## config.mk

```make
export PLATFORM = sky130hd
export DESIGN_NAME = offset_restore
export DESIGN_NICKNAME = d
export VERILOG_FILES = /design/src/rtl/offset_restore.sv
export SDC_FILE = /design/constraint.sdc
export NUM_CORES = 1
export LEC_CHECK = 0
export CAP_MARGIN = 20
export CORE_MARGIN = 3
export CORE_UTILIZATION = 40
export CTS_CLUSTER_DIAMETER = 30
export CTS_CLUSTER_SIZE = 40
export DETAILED_ROUTE_END_ITERATION = 7
export PLACE_DENSITY = 0.66
export SLEW_MARGIN = 30
export SYNTH_ARGS = -nofsm -noshare
export SYNTH_HDL_FRONTEND = slang
export SYNTH_SLANG_ARGS = --single-unit
```

## constraint.sdc

```tcl
create_clock -name clk -period 3.1 [get_ports clk]
set_input_delay 0.31 -clock clk [delete_from_list [all_inputs] [get_ports clk]]
set_output_delay 0.31 -clock clk [all_outputs]
set_load 0.02 [all_outputs]
```

## src/rtl/offset_restore.sv

```systemverilog
// rtl/offset_restore.sv - byte FIFO that adds OFFSET back to each offset-encoded byte on push.
// Optional pop counter port xfer_count when OFFSET_RESTORE_STATS_EN is defined.
module offset_restore #(
  parameter int         DEPTH  = 4,
  parameter logic [7:0] OFFSET = 8'h10
) (
  input  logic        clk,
  input  logic        rst,
  input  logic        in_valid,
  input  logic [7:0]  in_data,
  output logic        in_ready,
  output logic        out_valid,
  output logic [7:0]  out_data,
  input  logic        out_ready,
  output logic [4:0]  level
`ifdef OFFSET_RESTORE_STATS_EN
  ,
  output logic [15:0] xfer_count
`endif
);

  localparam int         PW      = (DEPTH > 1) ? $clog2(DEPTH) : 1;
  localparam logic [4:0] DEPTH_L = 5'(DEPTH);

  logic [7:0]    mem_q [DEPTH];
  logic [PW-1:0] wr_ptr_q, wr_ptr_d;
  logic [PW-1:0] rd_ptr_q, rd_ptr_d;
  logic [4:0]    level_q, level_d;
  logic [7:0]    wr_data_d;
  logic          push, pop;

  // Handshake flags come only from registered occupancy, so in_ready never
  // depends on out_ready within a cycle.
  always_comb begin
    in_ready  = (level_q < DEPTH_L);
    out_valid = (level_q != 5'd0);
    push      = in_valid & in_ready;
    pop       = out_valid & out_ready;
    wr_data_d = in_data + OFFSET;
    wr_ptr_d  = wr_ptr_q;
    rd_ptr_d  = rd_ptr_q;
    level_d   = level_q;
    if (push) wr_ptr_d = wr_ptr_q + 1'b1;
    if (pop)  rd_ptr_d = rd_ptr_q + 1'b1;
    case ({push, pop})
      2'b10:   level_d = level_q + 5'd1;
      2'b01:   level_d = level_q - 5'd1;
      default: level_d = level_q;
    endcase
  end

  assign out_data = mem_q[rd_ptr_q];
  assign level    = level_q;

  always_ff @(posedge clk) begin
    if (rst) begin
      wr_ptr_q <= '0;
      rd_ptr_q <= '0;
      level_q  <= 5'd0;
    end else begin
      wr_ptr_q <= wr_ptr_d;
      rd_ptr_q <= rd_ptr_d;
      level_q  <= level_d;
    end
  end

  // Storage is not reset; a write coincident with reset is suppressed.
  always_ff @(posedge clk) begin
    if (!rst && push) mem_q[wr_ptr_q] <= wr_data_d;
  end

`ifdef OFFSET_RESTORE_STATS_EN
  logic [15:0] xfer_count_q, xfer_count_d;

  always_comb begin
    xfer_count_d = xfer_count_q;
    if (pop) xfer_count_d = xfer_count_q + 16'd1;
  end

  always_ff @(posedge clk) begin
    if (rst) xfer_count_q <= 16'd0;
    else     xfer_count_q <= xfer_count_d;
  end

  assign xfer_count = xfer_count_q;
`endif

endmodule

```

==> flow_metrics.env, run 1 <==
export IMPL_outcome="finished, final reports clean"
export IMPL_antenna_found_initial=0
export IMPL_synth_top_family_by_area="multiplexers"
export IMPL_yosysTopAreaCellShare_pct=52.17
export IMPL_synth_xor_area_share_pct=2.853
export IMPL_relSlewSlack_pct=62.68
export IMPL_drive_above_1_share_pct=12.84
export IMPL_grt_pass1_vias=1061
export IMPL_p_int_w=0.001356
export IMPL_comb_power_share_pct=39.4
export IMPL_postCtsSetupRepairBufs=0
export IMPL_io_buffers=26
export IMPL_drtIter0Drc=58
export IMPL_cts_tree="yes"
export IMPL_synth_async_sr_flop_share_pct=0
export IMPL_start_util_pct=41.72
export IMPL_rows=24
export IMPL_yosysWarnings=0
export IMPL_pre_cts_ws_ns=0.2998
export IMPL_cts_hold_buf=0
export IMPL_syn_to_final_growth_pct=22.55
export IMPL_netlist_instances=118
export IMPL_power_frac_clock_pct=20.8
export IMPL_syn_num_nets=140
export IMPL_synth_seq_area_share_pct=64.13
export IMPL_finalPower_w=0.002032
export IMPL_max_cap_violations=0
export IMPL_final_nets=169
export IMPL_place_gp_congestion=0.8038
export IMPL_yosysUniqueCellTypes=27
export IMPL_dp_final_hpwl_um=2230
export IMPL_synth_most_common_cell="edfxtp_1"
export IMPL_filler_cell_count=359
export IMPL_start_kind="flop"
export IMPL_switching_share_pct=33.27
export IMPL_synthTopCellsByArea="edfxtp_1, dfxtp_1, mux4_2"
export IMPL_p_leak_nw=0.7948
export IMPL_hold_path_class="reg -> reg"
export IMPL_finalSetupViolations=0
export IMPL_fp_dieH_um=73.86
export IMPL_ys_top_cells_by_count="edfxtp_1, dfxtp_1, ha_1, nor2_1, mux4_2"
export IMPL_setup_tns_ns=0
export IMPL_critPathRequiredTime_ns=3.32
export IMPL_postCtsResizedCells=0
export IMPL_slew_violations=0
export IMPL_fp_dieW_um=73.86
export IMPL_wire_per_inst_um=15.65
export IMPL_antenna_left=0
export IMPL_powerDensity_nw_per_um2=900.4
export IMPL_fin_util_pct=51.13
export IMPL_max_clock_path_buffers=2
export IMPL_synth_edf_count=32
export IMPL_clkLatencyLatePin_ns=0.29
export IMPL_vias_per_cell=5.050
export IMPL_synth_top_area_cell="edfxtp_1"
export IMPL_fmax_mhz=373.1
export IMPL_max_slew_worst_pin_slew_ns=0.5590
export IMPL_end_kind="flop"
export IMPL_fin_crit_ns=2.680
export IMPL_critical_path_class="reg -> reg"
export IMPL_finClkSkew_ns=0.006285
export IMPL_cts_buffers=5
export IMPL_finalHoldViolations=0
export IMPL_htreeDepth=2
export IMPL_root_buffer="clkbuf_8"
export IMPL_grt_overflow=0
export IMPL_holdWs_ns=0.5051
export IMPL_insertedDiodeCount=0
export IMPL_irDropWorstVdd_v=0.0005863
export IMPL_first_pass_iters=4
export IMPL_crit_chain="or3_4 > o31ai_4 > inv_1 > ha_1 > ha_1 > a21oi_1 > a21oi_1 > or4_1 > a21oi_1"
export IMPL_p_switching_w=0.0006762
export IMPL_clk_pin_slew_ns=0.08
export IMPL_ios=27
export IMPL_slowest_delay_ns=0.46
export IMPL_post_route_period_util_pct=86.46
export IMPL_grt_pass1_wl_um=5133
export IMPL_sequentialPowerShare_pct=39.8
export IMPL_num_vias=1010
export IMPL_grtUsageTotal_pct=12.82
export IMPL_dieArea_um2=5455
export IMPL_grt_max_degree=14
export IMPL_synthAdderAreaFrac_pct=7.201
export IMPL_crit_fanout=5
export IMPL_rsz0062_at_grt="false"
export IMPL_synthSimpleGateAreaFrac_pct=8.016
export IMPL_cp_slowest_cell="or4_1"
export IMPL_synth_compound_area_share_pct=5.163
export IMPL_synth_ff_type="edfxtp_1"
export IMPL_crit_top_cell="a21oi_1"
export IMPL_cts_sinks=43
export IMPL_drcViolationCount=0
export IMPL_routed_wirelength_um=3130
export IMPL_synth_mux_area_share_pct=10.33
export IMPL_setup_ws_ns=0.4198
export IMPL_ys_ff_latch=43
export IMPL_arrival_ns=2.90
export IMPL_core_um2=4414
export IMPL_synth_area_um2=1842
export IMPL_syn_area_per_cell_um2=15.61
[per-stage QoR]
step           instance area, µm²  std cells
6_report                     2257        200
5_1_grt                      2257        200
4_1_cts                      2257        200
3_5_place_dp                 2151        192
3_3_place_gp                 2151        192
2_1_floorplan                1842        118
[cell type report]
type                       instances  area [µm²]  area share (%)
sequential                        43        1181           52.33
multi-input combinational         64       618.1           27.38
timing repair buffer              26       260.3           11.53
clock buffer                       7       76.32           3.381
tap                               52       65.06           2.882
clock inverter                     1       30.03           1.330
inverter                           7       26.28           1.164
[placed cells by master, fill, tap and decap left out]
master | synthesis | routed
dfxtp_1 | 11 | 11
o31ai_4 | 1 | 1
clkdlybuf4s50_1 | 0 | 26
nand3_1 | 3 | 3
inv_1 | 7 | 7
o311ai_2 | 1 | 1
mux4_2 | 8 | 8
mux2i_1 | 1 | 1
clkbuf_1 | 2 | 2
ha_1 | 9 | 9
clkbuf_8 | 0 | 5
edfxtp_1 | 32 | 32
xor2_1 | 4 | 4
o211ai_1 | 1 | 1
a21oi_1 | 7 | 7
a21o_1 | 1 | 1
nand2_1 | 5 | 5
or4_1 | 2 | 2
or3_2 | 1 | 1
xnor2_1 | 2 | 2
o31ai_1 | 1 | 1
bufinv_16 | 0 | 1
or3_4 | 1 | 1
nor2_1 | 9 | 9
nor4b_2 | 1 | 1
fa_1 | 1 | 1
and2_1 | 4 | 4
and3_1 | 1 | 1
[cells by family after synthesis]
kind of cell / after synthesis
XOR/XNOR: 6
multiplexers: 9
buffers and inverters: 11
flip-flops: 43
AND/OR/NAND/NOR: 27
AO/OA/AOI/OAI: 12
adder cells (fa/ha/maj): 10
[state kept, by name, summed over array words and instances (netlist names), named ones only]
| signal | cells |
|---|---|
| rd_ptr_q | 2 |
| level | 5 |
| wr_ptr_q | 2 |
| mem_q | 32 |
[final timing paths]
| path | slack, ns | startpoint | cells past startpoint | end |
|---|---|---|---|---|
| worst min-delay path | 0.51 | wr_ptr_q[1] | 2 | wr_ptr_q[1] |
| worst min register to register | 0.51 | wr_ptr_q[1] | 2 | wr_ptr_q[1] |
| worst max-delay path | 0.42 | level[2] | 9 | level[4] |
| worst max register to register | 0.42 | level[2] | 9 | level[4] |
[critical path: cells and delay by family, from the launching register on]
family	cells	cell delay (ns)
simple gates	2	0.90
flops	1	0.37
fa+ha+maj	2	0.59
buf+inv	1	0.09
compound gates	4	0.66
[power groups by stage]
stage               clock network [W]  logic [W]  registers, W
global placement                    0   0.000806      0.000823
finish                       0.000422   0.000801      0.000809
floorplan                           0   0.000540      0.000802
detailed placement                  0   0.000812      0.000827
global route                 0.000460   0.000886      0.000830
CTS                          0.000432   0.000816      0.000815
[metal layers]
| layer | vias to the layer above | track usage, % | wire length (µm) | part of all wire (%) |
|---|---|---|---|---|
| met2 | 23 | 19.49 | 1492 | 48 |
| li1 | 496 | - | - | - |
| met4 | 0 | 5.433 | 61 | 1.9 |
| met3 | 7 | 3.967 | 154 | 4.9 |
| met5 | - | 0 | 0 | 0 |
| met1 | 484 | 16.95 | 1422 | 45 |
(Power assumes the default switching activity.)
==> run 2, diff against run 1 <==
--- a/config.mk
+++ b/config.mk
@@ -11,6 +11,7 @@
 export CTS_CLUSTER_DIAMETER = 30
 export CTS_CLUSTER_SIZE = 40
 export DETAILED_ROUTE_END_ITERATION = 7
+export GPL_TIMING_DRIVEN = 0
 export PLACE_DENSITY = 0.66
 export SLEW_MARGIN = 30
 export SYNTH_ARGS = -nofsm -noshare
==> run 2 against run 1 <==
Net effect:
- via count up 2.8%
- hold slack worse by 0.0073 ns
- wire length up 3.0%
- clock-buffer cell count down 1
- cell area up 1.2%
- total power up 1.9%
- utilization up 0.62 points
- global-route usage up 0.072 points
- first-iteration DRC count down 34%
- critical path depth unchanged
- critical path type unchanged
- sequential share of layout area down 0.63 points
==> flow_metrics.env, run 2 (same netlist as run 1, synthesis figures left out) <==
export IMPL_hold_path_class="reg -> reg"
export IMPL_multiInputGateArea_um2=618.1
export IMPL_highest_layer="met4"
export IMPL_post_route_period_util_pct=85.53
export IMPL_slowest_delay_ns=0.46
export IMPL_dieArea_um2=5455
export IMPL_critPathRequiredTime_ns=3.33
export IMPL_grtUsageTotal_pct=12.90
export IMPL_antenna_found_initial=0
export IMPL_regMostFlops="mem_q"
export IMPL_cts_hold_buf=0
export IMPL_max_cap_violations=0
export IMPL_ios=27
export IMPL_outcome="finished, final reports clean"
export IMPL_root_buffer="clkbuf_8"
export IMPL_layout_commonest_cell="edfxtp_1"
export IMPL_clkLatencyLatePin_ns=0.30
export IMPL_grt_overflow=0
export IMPL_place_gp_congestion=0.7673
export IMPL_wl_met1_um=1360
export IMPL_cts_buffers=5
export IMPL_finClkSkew_ns=0.006067
export IMPL_vias_per_cell=5.088
export IMPL_critical_path_class="reg -> reg"
export IMPL_crit_chain="or3_4 > o31ai_4 > inv_1 > ha_1 > ha_1 > a21oi_1 > a21oi_1 > or4_1 > a21oi_1"
export IMPL_fmax_mhz=377.1
export IMPL_wire_per_inst_um=15.80
export IMPL_largest_reg_flops=32
export IMPL_setup_ws_ns=0.4485
export IMPL_grt_max_degree=14
export IMPL_postCtsSetupRepairBufs=0
export IMPL_finalSetupViolations=0
export IMPL_drive_above_1_share_pct=14.47
export IMPL_wl_met3_um=158
export IMPL_first_pass_iters=4
export IMPL_routed_wirelength_um=3224
export IMPL_fp_dieH_um=73.86
export IMPL_irDropWorstVdd_v=0.0005645
export IMPL_core_um2=4414
export IMPL_insertedDiodeCount=0
export IMPL_rsz0062_at_grt="false"
export IMPL_htreeDepth=2
export IMPL_drcViolationCount=0
export IMPL_start_kind="flop"
export IMPL_clk_pin_slew_ns=0.08
export IMPL_start_util_pct=41.72
export IMPL_filler_cell_count=363
export IMPL_cts_sinks=43
export IMPL_p_leak_nw=0.8122
export IMPL_crit_fanout=5
export IMPL_num_vias=1038
export IMPL_max_slew_worst_pin_slew_ns=0.4940
export IMPL_arrival_ns=2.88
export IMPL_postCtsResizedCells=0
export IMPL_fin_crit_ns=2.651
export IMPL_grt_pass1_wl_um=5050
export IMPL_stdcell_count=204
export IMPL_pre_cts_ws_ns=0.2489
export IMPL_grt_pass1_vias=1088
export IMPL_dr_wl_met2_um=1625
export IMPL_cp_slowest_cell="or4_1"
export IMPL_slew_violations=0
export IMPL_setup_tns_ns=0
export IMPL_drtIter0Drc=38
export IMPL_max_clock_path_buffers=2
export IMPL_mostFrequentLayoutCells="edfxtp_1, clkdlybuf4s50_1, dfxtp_1"
export IMPL_finalPower_w=0.002072
export IMPL_relSlewSlack_pct=67.06
export IMPL_place_inst=196
export IMPL_regArea_um2=1181
export IMPL_end_kind="flop"
export IMPL_rows=24
export IMPL_syn_to_final_growth_pct=24.05
export IMPL_crit_top_cell="a21oi_1"
export IMPL_finalHoldViolations=0
export IMPL_powerDensity_nw_per_um2=906.9
export IMPL_cts_tree="yes"
export IMPL_dp_final_hpwl_um=2294
export IMPL_fp_dieW_um=73.86
export IMPL_antenna_left=0
export IMPL_final_nets=173
export IMPL_io_buffers=26
-- run 2: cell type report --
type                            count  area share [%]
Inverter                            7           1.150
Clock inverter                      2           1.533
Clock buffer                        6           3.614
Multi-Input combinational cell     64           27.05
Timing Repair Buffer               26           11.39
Sequential cell                    43           51.70
Buffer                              4          0.7119
Tap cell                           52           2.848
-- run 2: report_power, final --
group	switching (W)	internal (W)	total, W
Combinational	0.000441	0.000410	0.000852
Clock	0.000186	0.000261	0.000446
Sequential	0.0000647	0.000709	0.000774
Total	0.000692	0.00138	0.00207
-- run 2: path summary, 6_finish.rpt --
kind               start           to  slack (ns)  cells after the start
max             level[2]     level[4]        0.45                      9
min          wr_ptr_q[0]  wr_ptr_q[0]        0.50                      2
max reg2reg     level[2]     level[4]        0.45                      9
min reg2reg  wr_ptr_q[0]  wr_ptr_q[0]        0.50                      2
-- run 2: worst max-delay path: cells and delay by family, from the launching register on --
kind                       cells  cell delay, ns
AOI/OAI and AO/OA              4            0.65
adders and majority gates      2            0.61
buffers and inverters          1            0.07
and+or+nand+nor                2            0.90
DFF                            1            0.36
-- run 2: stage by stage --
stage	hold WS, ns	util (%)	cell area, µm²
2_1_floorplan	0.4089	-	1842
3_3_place_gp	0.4827	49.09	2167
3_5_place_dp	0.4866	49.09	2167
4_1_cts	0.4981	51.76	2285
5_1_grt	0.5378	51.76	2285
6_report	0.4977	51.76	2285
-- run 2: metal layers --
metal	vias up	GRT usage (%)
li1	503	-
met5	-	0
met2	27	21.85
met1	500	14.77
met3	8	4.104
met4	0	5.835
==> run 3, diff against run 2 <==
--- a/config.mk
+++ b/config.mk
@@ -5,7 +5,8 @@
 export SDC_FILE = /design/constraint.sdc
 export NUM_CORES = 1
 export LEC_CHECK = 0
-export CAP_MARGIN = 20
+export ABC_AREA = 1
+export CAP_MARGIN = 10
 export CORE_MARGIN = 3
 export CORE_UTILIZATION = 40
 export CTS_CLUSTER_DIAMETER = 30
==> run 3 against run 2 <==
Net effect:
- largest cell class unchanged
- total power decreased by 4.4%
- sequential share of layout area decreased by 1.4 points
- via count increased by 26%
- sequential power decreased by 0.9%
- critical path type is now reg -> out
==> flow_metrics.env, run 3 <==
export IMPL_rsz0062_at_grt="false"
export IMPL_yosysUniqueCellTypes=22
export IMPL_io_buffers=26
export IMPL_finalSetupViolations=0
export IMPL_max_slew_worst_pin_slew_ns=0.8112
export IMPL_grt_overflow=0
export IMPL_place_gp_congestion=0.7777
export IMPL_reg2reg_from="level[3]"
export IMPL_postCtsSetupRepairBufs=0
export IMPL_fp_dieH_um=75.25
export IMPL_fin_util_pct=52.08
export IMPL_end_kind="output port"
export IMPL_postCtsResizedCells=0
export IMPL_clk_pin_slew_ns=0.07
export IMPL_drtIter0Drc=102
export IMPL_outcome="finished, final reports clean"
export IMPL_max_cap_violations=0
export IMPL_ios=27
export IMPL_reg2reg_depth=11
export IMPL_synth_ff_type="edfxtp_1"
export IMPL_synth_edf_count=32
export IMPL_yosysTopAreaCellShare_pct=50.10
export IMPL_rows=24
export IMPL_critPathRequiredTime_ns=2.79
export IMPL_r2r_setup_slack_ns=0.98
export IMPL_clkLatencyLatePin_ns=0.29
export IMPL_worstReg2RegEnd="level[4]"
export IMPL_drcViolationCount=0
export IMPL_power_frac_clock_pct=20.7
export IMPL_antenna_found_initial=0
export IMPL_grt_pass1_wl_um=5768
export IMPL_grtUsageTotal_pct=13.81
export IMPL_cp_slowest_cell="clkdlybuf4s50_1"
export IMPL_ys_ff_latch=43
export IMPL_mostFrequentLayoutCells="edfxtp_1, nor2_1, clkdlybuf4s50_1"
export IMPL_regMostFlops="mem_q"
export IMPL_p_switching_w=0.0007067
export IMPL_slowest_delay_ns=0.64
export IMPL_num_vias=1304
export IMPL_irDropWorstVdd_v=0.0003301
export IMPL_routed_wirelength_um=3566
export IMPL_cts_buffers=5
export IMPL_arrival_ns=1.92
export IMPL_crit_chain="inv_2 > buf_6 > nor2_1 > o22ai_1 > clkdlybuf4s50_1"
export IMPL_comb_power_share_pct=40.6
export IMPL_place_inst=258
export IMPL_grt_max_degree=13
export IMPL_htreeDepth=2
export IMPL_min_path_cells=2
export IMPL_dp_final_hpwl_um=2469
export IMPL_cts_sinks=43
export IMPL_setup_tns_ns=0
export IMPL_synthTopCellsByArea="edfxtp_1, dfxtp_1, ha_1"
export IMPL_stdcell_count=265
export IMPL_finalPower_w=0.001980
export IMPL_dieArea_um2=5662
export IMPL_max_clock_path_buffers=2
export IMPL_finalHoldViolations=0
export IMPL_core_um2=4504
export IMPL_final_nets=235
export IMPL_fp_dieW_um=75.25
export IMPL_relSlewSlack_pct=45.72
export IMPL_start_util_pct=42.58
export IMPL_fin_crit_ns=2.234
export IMPL_sequentialPowerShare_pct=38.7
export IMPL_synth_top_area_cell="edfxtp_1"
export IMPL_switching_share_pct=35.69
export IMPL_cts_hold_buf=0
export IMPL_powerDensity_nw_per_um2=844.0
export IMPL_layout_commonest_cell="edfxtp_1"
export IMPL_min_from="wr_ptr_q[1]"
export IMPL_insertedDiodeCount=0
export IMPL_p_leak_nw=0.9065
export IMPL_min_to="wr_ptr_q[1]"
export IMPL_syn_num_nets=202
export IMPL_post_route_period_util_pct=72.07
export IMPL_drive_above_1_share_pct=7.512
export IMPL_antenna_left=0
export IMPL_p_int_w=0.001273
export IMPL_largest_reg_flops=32
export IMPL_crit_fanout=10
export IMPL_critical_path_class="reg -> out"
export IMPL_root_buffer="clkbuf_8"
export IMPL_synth_seq_area_share_pct=61.58
export IMPL_slew_violations=0
export IMPL_yosysWarnings=0
export IMPL_synth_most_common_cell="edfxtp_1"
export IMPL_vias_per_cell=4.921
export IMPL_start_kind="flop"
export IMPL_first_pass_iters=4
export IMPL_syn_area_per_cell_um2=10.66
export IMPL_syn_to_final_growth_pct=22.31
export IMPL_ys_top_cells_by_count="edfxtp_1, nor2_1, inv_1, nand2_1, o21ai_0"
export IMPL_grt_pass1_vias=1231
export IMPL_synth_async_sr_flop_share_pct=0
export IMPL_finClkSkew_ns=0.004317
export IMPL_netlist_instances=180
export IMPL_hold_path_class="reg -> reg"
export IMPL_wire_per_inst_um=13.46
export IMPL_synth_area_um2=1918
export IMPL_fmax_mhz=447.6
export IMPL_cts_tree="yes"
-- run 3: cell count changes after synthesis, moves of 2 or more --
cell      previous run  this run
nand2_1              5        19
clkbuf_1             2         0
buf_6                0         2
o22ai_1              0         8
or4_1                2         0
o21ai_0              0        17
nor2_1               9        29
mux4_2               8         0
and2_1               4         0
nand3_1              3        12
xor2_1               4         2
inv_1                7        21
inv_2                0         2
-- run 3: kinds of logic (layout without fill, tap and decap cells) --
group,Yosys count,count (layout),synth area share (%)
buffers and inverters,25,58,5.675
AO/OA/AOI/OAI,34,34,9.589
adder cells (fa/ha/maj),10,10,6.915
XOR/XNOR,3,3,1.370
flip-flops,43,43,61.58
AND/OR/NAND/NOR,65,65,14.87
-- run 3: final cells by class --
cell class	count	area [µm²]
Multi-Input combinational cell	112	628.1
Tap cell	52	65.06
Inverter	23	86.33
Clock buffer	6	72.57
Fill cell	405	2158
Sequential cell	43	1181
Buffer	2	22.52
Timing Repair Buffer	26	260.3
Clock inverter	1	30.03
-- run 3: worst max-delay path by stage --
stage,end,cells after the start,start,slack [ns]
final,out_data[7],5,flop,0.87
after CTS,out_data[7],5,flop,0.84
after detailed placement,mem_q[2][1],4,rst,0.83
after global routing,out_data[7],4,flop,0.70
after global placement,level[4],9,in_valid,0.83
after floorplan,level[4],9,level[2],0.97
-- run 3: critical path: cells and delay by family, from the launching register on --
kind | cells | cell delay [ns]
AO/OA/AOI/OAI | 1 | 0.21
buffers and inverters | 3 | 0.97
flip-flops | 1 | 0.41
AND/OR/NAND/NOR | 1 | 0.05
-- run 3: routing by layer --
layer,share of wire [%],GRT usage [%],up-vias
li1,-,-,679
met1,49,19.39,595
met2,46,20.79,26
met3,3.8,3.204,4
met4,1.4,5.437,0
met5,0,0,-
-- run 3: power groups by stage --
stage | logic, W | registers, W | clock network [W]
after CTS | 0.000808 | 0.000767 | 0.000414
after floorplan | 0.000494 | 0.000789 | 0
after detailed placement | 0.000803 | 0.000778 | 0
after global routing | 0.000900 | 0.000777 | 0.000438
after global placement | 0.000797 | 0.000779 | 0
final | 0.000803 | 0.000767 | 0.000410
-- run 3: metrics by stage --
step           hold WS, ns  cell area [µm²]  setup slack, ns
2_1_floorplan       0.3791             1918           0.9729
5_1_grt             0.5432             2346           0.7015
6_report            0.5121             2346           0.8657
3_5_place_dp        0.5004             2243           0.8330
3_3_place_gp        0.4923             2243           0.8339
4_1_cts             0.5111             2346           0.8403
